==> src/rtl/ins_mem_fetch.sv <==
// Instruction memory with a valid/ready fetch port, a program-load port and a post-reset NOP sweep.
// Define IMEM_PARITY_EN to store a per-word even-parity bit and flag corrupted fetches on o_rsp_err.
module ins_mem_fetch #(
  parameter int DATA_W     = 32,
  parameter int DEPTH      = 32,
  parameter int CLEAR_BASE = 8,
  parameter int ADDR_W     = $clog2(DEPTH)
) (
  input  logic              i_clk,
  input  logic              i_reset,
  input  logic              i_req_valid,
  output logic              o_req_ready,
  input  logic [31:0]       i_req_pc,
  output logic              o_rsp_valid,
  input  logic              i_rsp_ready,
  output logic [DATA_W-1:0] o_rsp_instr,
  output logic              o_rsp_err,
  input  logic              i_ld_we,
  input  logic [ADDR_W-1:0] i_ld_addr,
  input  logic [DATA_W-1:0] i_ld_data,
`ifdef IMEM_PARITY_EN
  input  logic              i_inj_par_flip,
`endif
  output logic              o_busy
);

  typedef enum logic {S_CLEAR, S_READY} state_t;

  state_t            r_state;
  state_t            w_next_state;
  logic [31:0]       r_ptr;
  logic [DATA_W-1:0] r_mem [DEPTH];
  logic              r_rsp_valid;
  logic [DATA_W-1:0] r_rsp_instr;
  logic              r_rsp_err;

  logic              w_ptr_last;
  logic              w_ptr_in_range;
  logic              w_xfer;
  logic              w_misalign;
  logic              w_out_of_range;
  logic [ADDR_W-1:0] w_idx;
  logic              w_par_err;
  logic              w_mem_we;
  logic [ADDR_W-1:0] w_mem_waddr;
  logic [DATA_W-1:0] w_mem_wdata;

  // A base at or past DEPTH means nothing to sweep: leave CLEAR on the first cycle.
  assign w_ptr_last     = (r_ptr >= 32'(DEPTH - 1));
  assign w_ptr_in_range = (r_ptr < 32'(DEPTH));

  always_ff @(posedge i_clk) begin
    if (!i_reset) begin
      r_state <= S_CLEAR;
    end else begin
      r_state <= w_next_state;
    end
  end

  always_comb begin
    w_next_state = r_state;
    case (r_state)
      S_CLEAR: if (w_ptr_last) w_next_state = S_READY;
      S_READY: w_next_state = S_READY;
      default: w_next_state = S_CLEAR;
    endcase
  end

  always_comb begin
    o_busy      = (r_state == S_CLEAR);
    o_req_ready = (r_state == S_READY) && (!r_rsp_valid || i_rsp_ready);
  end

  always_ff @(posedge i_clk) begin
    if (!i_reset) begin
      r_ptr <= 32'(CLEAR_BASE);
    end else if (r_state == S_CLEAR && !w_ptr_last) begin
      r_ptr <= r_ptr + 32'd1;
    end
  end

  // Single write port shared by the sweep and the loader; loads are dropped while sweeping.
  always_comb begin
    w_mem_we    = 1'b0;
    w_mem_waddr = '0;
    w_mem_wdata = '0;
    if (i_reset) begin
      if (r_state == S_CLEAR) begin
        if (w_ptr_in_range) begin
          w_mem_we    = 1'b1;
          w_mem_waddr = r_ptr[ADDR_W-1:0];
        end
      end else if (i_ld_we) begin
        w_mem_we    = 1'b1;
        w_mem_waddr = i_ld_addr;
        w_mem_wdata = i_ld_data;
      end
    end
  end

  always_ff @(posedge i_clk) begin
    if (w_mem_we) begin
      r_mem[w_mem_waddr] <= w_mem_wdata;
    end
  end

  assign w_xfer         = i_req_valid && o_req_ready;
  assign w_misalign     = (i_req_pc[1:0] != 2'b00);
  assign w_out_of_range = ((i_req_pc >> (ADDR_W + 2)) != 32'd0);
  assign w_idx          = i_req_pc[ADDR_W+1:2];

`ifdef IMEM_PARITY_EN
  logic r_par [DEPTH];
  logic w_mem_wpar;

  // Swept words hold zero data, so a zero parity bit is already consistent.
  assign w_mem_wpar = (r_state == S_CLEAR) ? 1'b0 : ((^i_ld_data) ^ i_inj_par_flip);

  always_ff @(posedge i_clk) begin
    if (w_mem_we) begin
      r_par[w_mem_waddr] <= w_mem_wpar;
    end
  end

  assign w_par_err = ((^r_mem[w_idx]) != r_par[w_idx]);
`else
  assign w_par_err = 1'b0;
`endif

  // Single-entry response register; memory is read before any same-edge write lands.
  always_ff @(posedge i_clk) begin
    if (!i_reset) begin
      r_rsp_valid <= 1'b0;
      r_rsp_instr <= '0;
      r_rsp_err   <= 1'b0;
    end else if (w_xfer) begin
      r_rsp_valid <= 1'b1;
      if (w_misalign || w_out_of_range) begin
        r_rsp_instr <= '0;
        r_rsp_err   <= 1'b1;
      end else begin
        r_rsp_instr <= r_mem[w_idx];
        r_rsp_err   <= w_par_err;
      end
    end else if (i_rsp_ready) begin
      r_rsp_valid <= 1'b0;
    end
  end

  assign o_rsp_valid = r_rsp_valid;
  assign o_rsp_instr = r_rsp_instr;
  assign o_rsp_err   = r_rsp_err;

endmodule

==> config.mk <==
export PLATFORM = sky130hd
export DESIGN_NAME = ins_mem_fetch
export DESIGN_NICKNAME = d
export VERILOG_FILES = /design/src/rtl/ins_mem_fetch.sv
export SDC_FILE = /design/constraint.sdc
export NUM_CORES = 1
export LEC_CHECK = 0
export ABC_AREA = 1
export ABC_CLOCK_PERIOD_IN_PS = 6500
export BUFFER_PORTS_ARGS = -buffer_cell sky130_fd_sc_hd__buf_2
export CAP_MARGIN = 5
export CORE_ASPECT_RATIO = 0.8
export CORE_UTILIZATION = 65
export DETAILED_ROUTE_END_ITERATION = 6
export PLACE_DENSITY_LB_ADDON = 0.25
export SETUP_SLACK_MARGIN = 0.2
export SYNTH_ARGS = -nofsm -noshare
export SYNTH_HDL_FRONTEND = slang
export SYNTH_SLANG_ARGS = --single-unit
==> constraint.sdc <==
create_clock -name i_clk -period 6.5 [get_ports i_clk]
set_input_delay 0.65 -clock i_clk [delete_from_list [all_inputs] [get_ports i_clk]]
set_output_delay 0.65 -clock i_clk [all_outputs]
set_load 0.005 [all_outputs]
# Word-level counts from Yosys, hierarchy flattened
# Memories as Yosys holds them, arrays and structs flattened.
# Cells that the tools add are included.
[totals]
regBits = 67
latchBits = 0
mem_bits_rw = 1024
romBits = 0
elab_cells = 39
mem_count = 1
[classes]
addsub = 1
mul = 0
div_mod_pow = 0
n_lt_le_gt_ge = 2
n_eq_ne = 0
shifts = 0
muxes = 19
n_bitwise = 1
n_reduce_logical = 10
[mem_list]
columns = ["name", "words", "width", "rd", "rd_clocked_by_memory_dff", "write_ports", "line_no", "text"]
rows = [
  ["r_mem", 32, 32, 1, 0, 1, "32", "logic [DATA_W-1:0] r_mem [DEPTH];"],
]
[ops]
columns = ["cell", "n"]
rows = [
  ["$mux 32", 4],
  ["$add 32x1->32 const B", 1],
  ["$ge 32x5->1 const B", 1],
  ["$lt 32x6->1 const B", 1],
  ["$reduce_bool 32->1", 1],
  ["$mux 5", 4],
  ["$mux 1", 10],
  ["$reduce_bool 2->1", 2],
  ["$logic_and 1x1->1", 3],
  ["$logic_not 1->1", 2],
  ["$logic_or 1x1->1", 2],
  ["$pmux 1 s2", 1],
  ["$not 1->1", 1],
]

# Logic depth before layout (Yosys ltp)
# Gate-level depths: netlist (run 1).
[depth]
ltp_word = 6
ltp_mapped = 12

# Worst setup path before layout (run 1)
# OpenSTA, ideal clock, no wires.
[synth_path]
path_kind = "input-to-reg"
start = "in i_ld_we"
end = "mem r_mem[16][0], enable pin"
setup_time_ps = 421
arrival_ps = 2793
slack_ps = 3286
path_stages = 7
n_path_buf = 0
cell_sequence = "nand2_1 > inv_1 > nand2_1 > nor2_1 > a21oi_1 > nand3_1 > nor2_1"
[synth_via]
elab_chain_len = 5
word_cells_on_any_way = 8
cone_classes = "8 x mux"
[synth_rtl]
columns = ["element", "line_no", "text"]
rows = [
  ["start, declared", "18", "input logic i_ld_we,"],
  ["$mux 1", "93", "end else if (i_ld_we) begin"],
  ["$mux 1", "88", "if (r_state == S_CLEAR) begin"],
  ["$mux 1", "87", "if (i_reset) begin"],
  ["$mux 1", "102", "if (w_mem_we) begin"],
  ["$mux 1 (not written as such)", "103", "r_mem[w_mem_waddr] <= w_mem_wdata;"],
  ["end, declared", "32", ""],
]
# Parallel ways exist; a longest one is shown, timed or not.

# Final worst setup path (run 1)
[layout_path]
start = "in i_reset"
end = "mem r_mem[24][20], enable pin"
[layout_via]
elab_chain_len = 3
word_cells_on_any_way = 4
cone_classes = "4 x mux"
[layout_rtl]
columns = ["element", "line_no", "text"]
rows = [
  ["start, declared", "10", "input logic i_reset,"],
  ["$mux 1", "87", ""],
  ["$mux 1", "102", ""],
  ["$mux 1 (not written as such)", "103", ""],
]
# Parallel ways exist; a longest one is shown, timed or not.

==> flow_summary.toml, run 1 <==
[clock_network]
clkTransAtPathRegs_ns = 0.06
cts-resized-gates = 0
cts_hold_buf = 0
clkSinkCount = 1091
cts_tree = "built"
cts_buffer_depth = 3
cts_buffers = 99
htree_levels = 3
post_cts_buffers = 0
clk_latency_ns = 0.67
cts-root-buf = "clkbuf_16"

[power]
p_per_area_nw_per_um2 = 294
ir_worst_vdd_uv = 244
total_power_mw = 14.1
leakage_nw = 17.4

[worst_setup_path]
cp_max_fo = 39
startpoint_type = "primary input"
worstSetupPathType = "in -> reg"
crit_start = "i_reset"
reg2regPathDepth = 7
r2r_slack_ns = 2.51
crit_arrival_ns = 4.28
crit_path_end = "r_mem[24][20]"
rr_startpoint = "r_state"
reg2reg_to = "r_mem[24][20]"
crit_required_ns = 6.77
critPathCaptureType = "flop"

[final_layout]
diodes = 0
nets = 3866
postLayoutCoreUtil = 0.726
fill_cells = 4263
final_cell_area_um2 = 48100
final_common_cell = "nand2_1"
multi_input_area_um2 = 10300
area_growth_pct = 9.47
mostFrequentLayoutCells = "nand2_1 (1240), edfxtp_1 (1024), nand3_1 (943)"
layout-drive-gt1-share = 0.0895
register_area_um2 = 32100
final_cells = 4735

[route]
vias = 29700
avgViaCountPerCell = 6.27
routed_wl_um = 113000
drc = 1
wl_per_cell_um = 23.9
drt_iter0_drc = 4760
route.antenna.remaining_nets = 0
drt-pass1-iter-count = 7

[yosys]
ys_seq_area_frac = 0.731
syn_area_um2 = 43900
yosysWarnings = 0
synth_edf_count = 1024
syn_inst = 3756
synth_ff_type = "edfxtp_1"
synth.top_cell.area_share = 0.700
ys_async_sr_fraction = 0
yosysTopAreaCell = "edfxtp_1"
synth_seq_cells = 1091
synthTopCellsByArea = "edfxtp_1 (70%), nand3_1 (11%), nand2_1 (11%)"
avgSynthCellArea_um2 = 11.7
synth_cell_types = 24
synth_nets = 3831

[global_routing]
antenna_found_initial = 4
grt-ovfl-total = 0
grt_max_degree = 265
grt_pass1_wl_um = 167000
gr-usage-all-layers = 0.332
first_global_vias = 27100

[run]
maxCapViolCount = 0

[timing]
skew_ns = 0.0178
tns_ns = 0
slew_violations = 0
relSlewSlack = 0.117
rsz0062_at_grt = "false"
hold_viol = 0
worst_slack_ns = 2.49
max_clock_freq_mhz = 250
fin_crit_sh = 0.616
worst_pin_slew_ns = 1.32
fin_crit_ns = 4.01
whs_ns = 0.423
final-setup-viol-count = 0

[place]
place_congestion = 0.894
hpwl_um = 61800
place_ws_ns = 1.85
dp_cells = 4550
post_dp_cell_area_um2 = 44900
io_buffers = 109

[floorplan]
dieHeight_um = 234
boundaryPins = 110
dieArea_um2 = 68600
rows = 84
die-width_um = 293
coreArea_um2 = 66200
start_util = 0.663

[run_status]
violations = "design-rule violations"
status = "finished, violations left"

[hold_path]
hold_path_class = "reg -> reg"
[state kept, by name (all words and copies together) (netlist names)]
register     flops
o_rsp_err        1
o_rsp_instr     32
o_rsp_valid      1
r_mem         1024
r_ptr           32
r_state          1
[Yosys cell counts (2+ instances only)]
| cell | instances |
|---|---|
| nand2_1 | 1241 |
| nor3_1 | 4 |
| a21oi_1 | 38 |
| inv_1 | 83 |
| nand4_1 | 2 |
| dfxtp_1 | 67 |
| buf_1 | 30 |
| edfxtp_1 | 1024 |
| buf_4 | 48 |
| nand3_1 | 943 |
| o21ai_0 | 6 |
| clkbuf_1 | 35 |
| buf_6 | 31 |
| buf_2 | 90 |
| nor2_1 | 104 |
| inv_2 | 2 |
[area by class of cell]
type / count / share of cell area
repair buffers: 168 / 0.0219
flip-flops and latches: 1091 / 0.668
well taps: 860 / 0.0224
inverters: 86 / 0.00731
clock buffers: 135 / 0.0559
clock inverters: 50 / 0.00981
multi-input cells: 2345 / 0.215
[worst min-delay path by stage]
| stage | from | to | slack [ns] | depth (start not counted) |
|---|---|---|---|---|
| floorplan | r_ptr[11] | r_ptr[11] | 0.41 | 2 |
| global placement | r_ptr[7] | r_ptr[7] | 0.41 | 2 |
| detailed placement | r_ptr[21] | r_ptr[21] | 0.42 | 2 |
| CTS | r_ptr[14] | r_ptr[14] | 0.43 | 2 |
| global route | r_ptr[30] | r_ptr[30] | 0.44 | 2 |
| finish | r_ptr[30] | r_ptr[30] | 0.42 | 2 |
[where the power goes]
part	internal [mW]	switching, mW	leakage [nW]
Combinational	0.200	0.562	7.09
Clock	3.22	2.50	1.53
Sequential	7.63	0.0129	8.74
Total	11.0	3.08	17.4
[routing by layer]
layer | vias up | global-route usage | routed length, µm | part of all wire
met5 | - | 0 | 28 | 0.00025
met4 | 4 | 0.122 | 3980 | 0.035
met3 | 260 | 0.0701 | 16000 | 0.14
met2 | 2191 | 0.496 | 50200 | 0.44
met1 | 14000 | 0.489 | 42900 | 0.38
li1 | 13200 | - | - | -
[cells by family (layout without fill, tap and decap cells)]
kind of cell,count (synthesis),after routing,share of synthesized area
AOI/OAI and AO/OA,45,45,0.00516
and+or+nand+nor,2299,2299,0.224
adders and majority gates,1,1,0.000285
DFF,1091,1091,0.731
buffers and inverters,320,439,0.0394
[critical path: stages]
cell and delay, ns:
buf_2 0.34, inv_2 0.74, nor2_1 0.13, inv_1 0.15, nor2_1 0.06, a21oi_1 0.23
nand3_1 0.64, nor2_4 1.24
Power figures use the tool's default switching activity.
==> run 2: changes to the inputs <==
- ABC_AREA: 1 -> 0
- ABC_CLOCK_PERIOD_IN_PS: 6500 -> 3450
- CORE_UTILIZATION: 65 -> 56
- clock period: 6.5 -> 3.45 ns (I/O delays scaled with it)
==> run 2 against run 1 <==
Compared with the run above: the run now ends clean; global-route usage decreased by 5.1 points; clock skew grew 0.0063 ns; register-to-register slack worse by 2.2 ns; first-iteration DRC count fell by 37%; via count is 26% lower; flip-flop and latch count did not move; clock-buffer cell count down 8; setup slack worse by 2.2 ns; synthesized cell count shrank 45%; combinational power increased by 29%; cell count down 28%.
==> flow_summary.toml, run 2 <==
[yosys]
synth_seq_cells = 1091
ys_async_sr_fraction = 0
synth_edf_count = 1024
yosysMostFrequentCell = "edfxtp_1"
synth_ff_type = "edfxtp_1"
yosysWarnings = 0
synth_nets = 2159
syn_inst = 2084
synth_cell_types = 47
synthTopCellsByArea = "edfxtp_1 (74%), mux4_2 (10%), dfxtp_1 (3.2%)"
ys_top_cells_by_count = "edfxtp_1 (1024), mux4_2 (192), mux2i_1 (130)"
avgSynthCellArea_um2 = 20.0
synth.top_cell.area_share = 0.739
syn_area_um2 = 41600
yosysTopAreaCell = "edfxtp_1"
ys_seq_area_frac = 0.771

[floorplan]
start_util = 0.566
dieArea_um2 = 75400
coreArea_um2 = 73600
rows = 89
boundaryPins = 110
die-width_um = 307
dieHeight_um = 246

[worst_setup_path]
crit_required_ns = 3.78
critPathCaptureType = "flop"
cp_max_fo = 18
crit_arrival_ns = 3.46
worstSetupPathType = "reg -> reg"
startpoint_type = "flop"

[timing]
worst_slack_ns = 0.317
max_clock_freq_mhz = 319
final-setup-viol-count = 0
worst_pin_slew_ns = 1.20
fin_crit_sh = 0.908
slew_violations = 0
skew_ns = 0.0241
tns_ns = 0
hold_viol = 0
rsz0062_at_grt = "false"
fin_crit_ns = 3.13
relSlewSlack = 0.197

[route]
avgViaCountPerCell = 6.47
drc = 0
routed_wl_um = 104000
wl_per_cell_um = 30.5
route.antenna.remaining_nets = 0
drt-pass1-iter-count = 6
vias = 22000
drt_iter0_drc = 2995

[clock_network]
clkTransAtPathRegs_ns = 0.06
cts-root-buf = "clkbuf_16"
htree_levels = 3
cts_buffer_depth = 3
cts_buffers = 102
clkSinkCount = 1091
clk_latency_ns = 0.69
cts_tree = "built"

[final_layout]
nets = 2393
regMostFlops = "r_mem"
fill_cells = 4888
final_common_cell = "edfxtp_1"
postLayoutCoreUtil = 0.648
area_growth_pct = 14.6
layout-drive-gt1-share = 0.267
mostFrequentLayoutCells = "edfxtp_1 (1024), mux4_2 (192), mux2i_1 (130)"
largest_reg_flops = 1024
final_cell_area_um2 = 47700

[place]
place_ws_ns = 0.246
place_congestion = 0.877
post_dp_cell_area_um2 = 44300
hpwl_um = 63200
io_buffers = 109

[power]
total_power_mw = 26.8
p_per_area_nw_per_um2 = 562
ir_worst_vdd_uv = 480
leakage_nw = 14.4

[global_routing]
grt_pass1_wl_um = 150000
grt_max_degree = 57
gr-usage-all-layers = 0.281
grt-ovfl-total = 0
first_global_vias = 21800
antenna_found_initial = 2

[hold_path]
hold_path_class = "in -> reg"

[run]
maxCapViolCount = 0

[run_status]
status = "finished, final reports clean"
[run 2: cells by family (layout without fill, tap and decap cells)]
group | Yosys count | after routing | synth area share
flops | 1091 | 1091 | 0.771
simple gates | 333 | 333 | 0.0429
mux | 323 | 323 | 0.135
compound gates | 211 | 211 | 0.0343
buf+inv | 124 | 442 | 0.0160
fa+ha+maj | 1 | 1 | 0.000301
xor+xnor | 1 | 1 | 0.000210
other cells | 0 | 1 | 0
[run 2: through the flow]
step,instances,hold WS (ns)
2_1_floorplan,2084,0.426
3_3_place_gp,3212,0.443
3_5_place_dp,3212,0.447
4_1_cts,3401,0.0514
6_report,3404,0.0778
5_1_grt,3403,0.0825
[run 2: worst max-delay path: stages, from the launching register on]
cell      delay [ns]
dfxtp_1         0.31
nor4_1          0.46
nand4_1         0.39
nor3_1          0.50
o221ai_1        0.45
nor2_4          0.25
buf_4           0.39
[run 2: cell type report]
cell class              instances  area [µm²]  share of cell area
flip-flops and latches       1091       32100               0.672
multi-input cells             869        9120               0.191
clock buffers                 127        2730              0.0572
repair buffers                251        1830              0.0382
well taps                    1001        1250              0.0262
clock inverters                61         696              0.0146
inverters                       3        11.3            0.000236
diodes                          1        2.50           0.0000524
[run 2: layer usage]
layer / up-vias / share of wire / global-route usage
met4: 0 / 0.033 / 0.0951
li1: 9095 / - / -
met2: 1280 / 0.47 / 0.431
met3: 193 / 0.097 / 0.0518
met1: 11500 / 0.40 / 0.410
met5: - / 0 / 0
[run 2: power breakdown]
part           internal [mW]  switching (mW)
clock network           6.62            4.83
logic                  0.389           0.594
registers               14.4          0.0327
[run 2: final timing paths]
path / to / cells past startpoint / slack (ns) / from
setup / recovery: r_mem[21][11] / 6 / 0.32 / r_ptr[20]
hold reg to reg: r_ptr[5] / 2 / 0.46 / r_ptr[5]
hold / removal: o_rsp_valid / 3 / 0.08 / i_rsp_ready
setup reg to reg: r_mem[21][11] / 6 / 0.32 / r_ptr[20]
[run 2: repair_timing]
item / in CTS / in global routing
setup buffers: 0 / 2
setup endpoints to repair: 0 / 216
gates resized for setup: 0 / 1
hold buffers: 1 / 0
endpoints found under the hold margin: 1 / 0
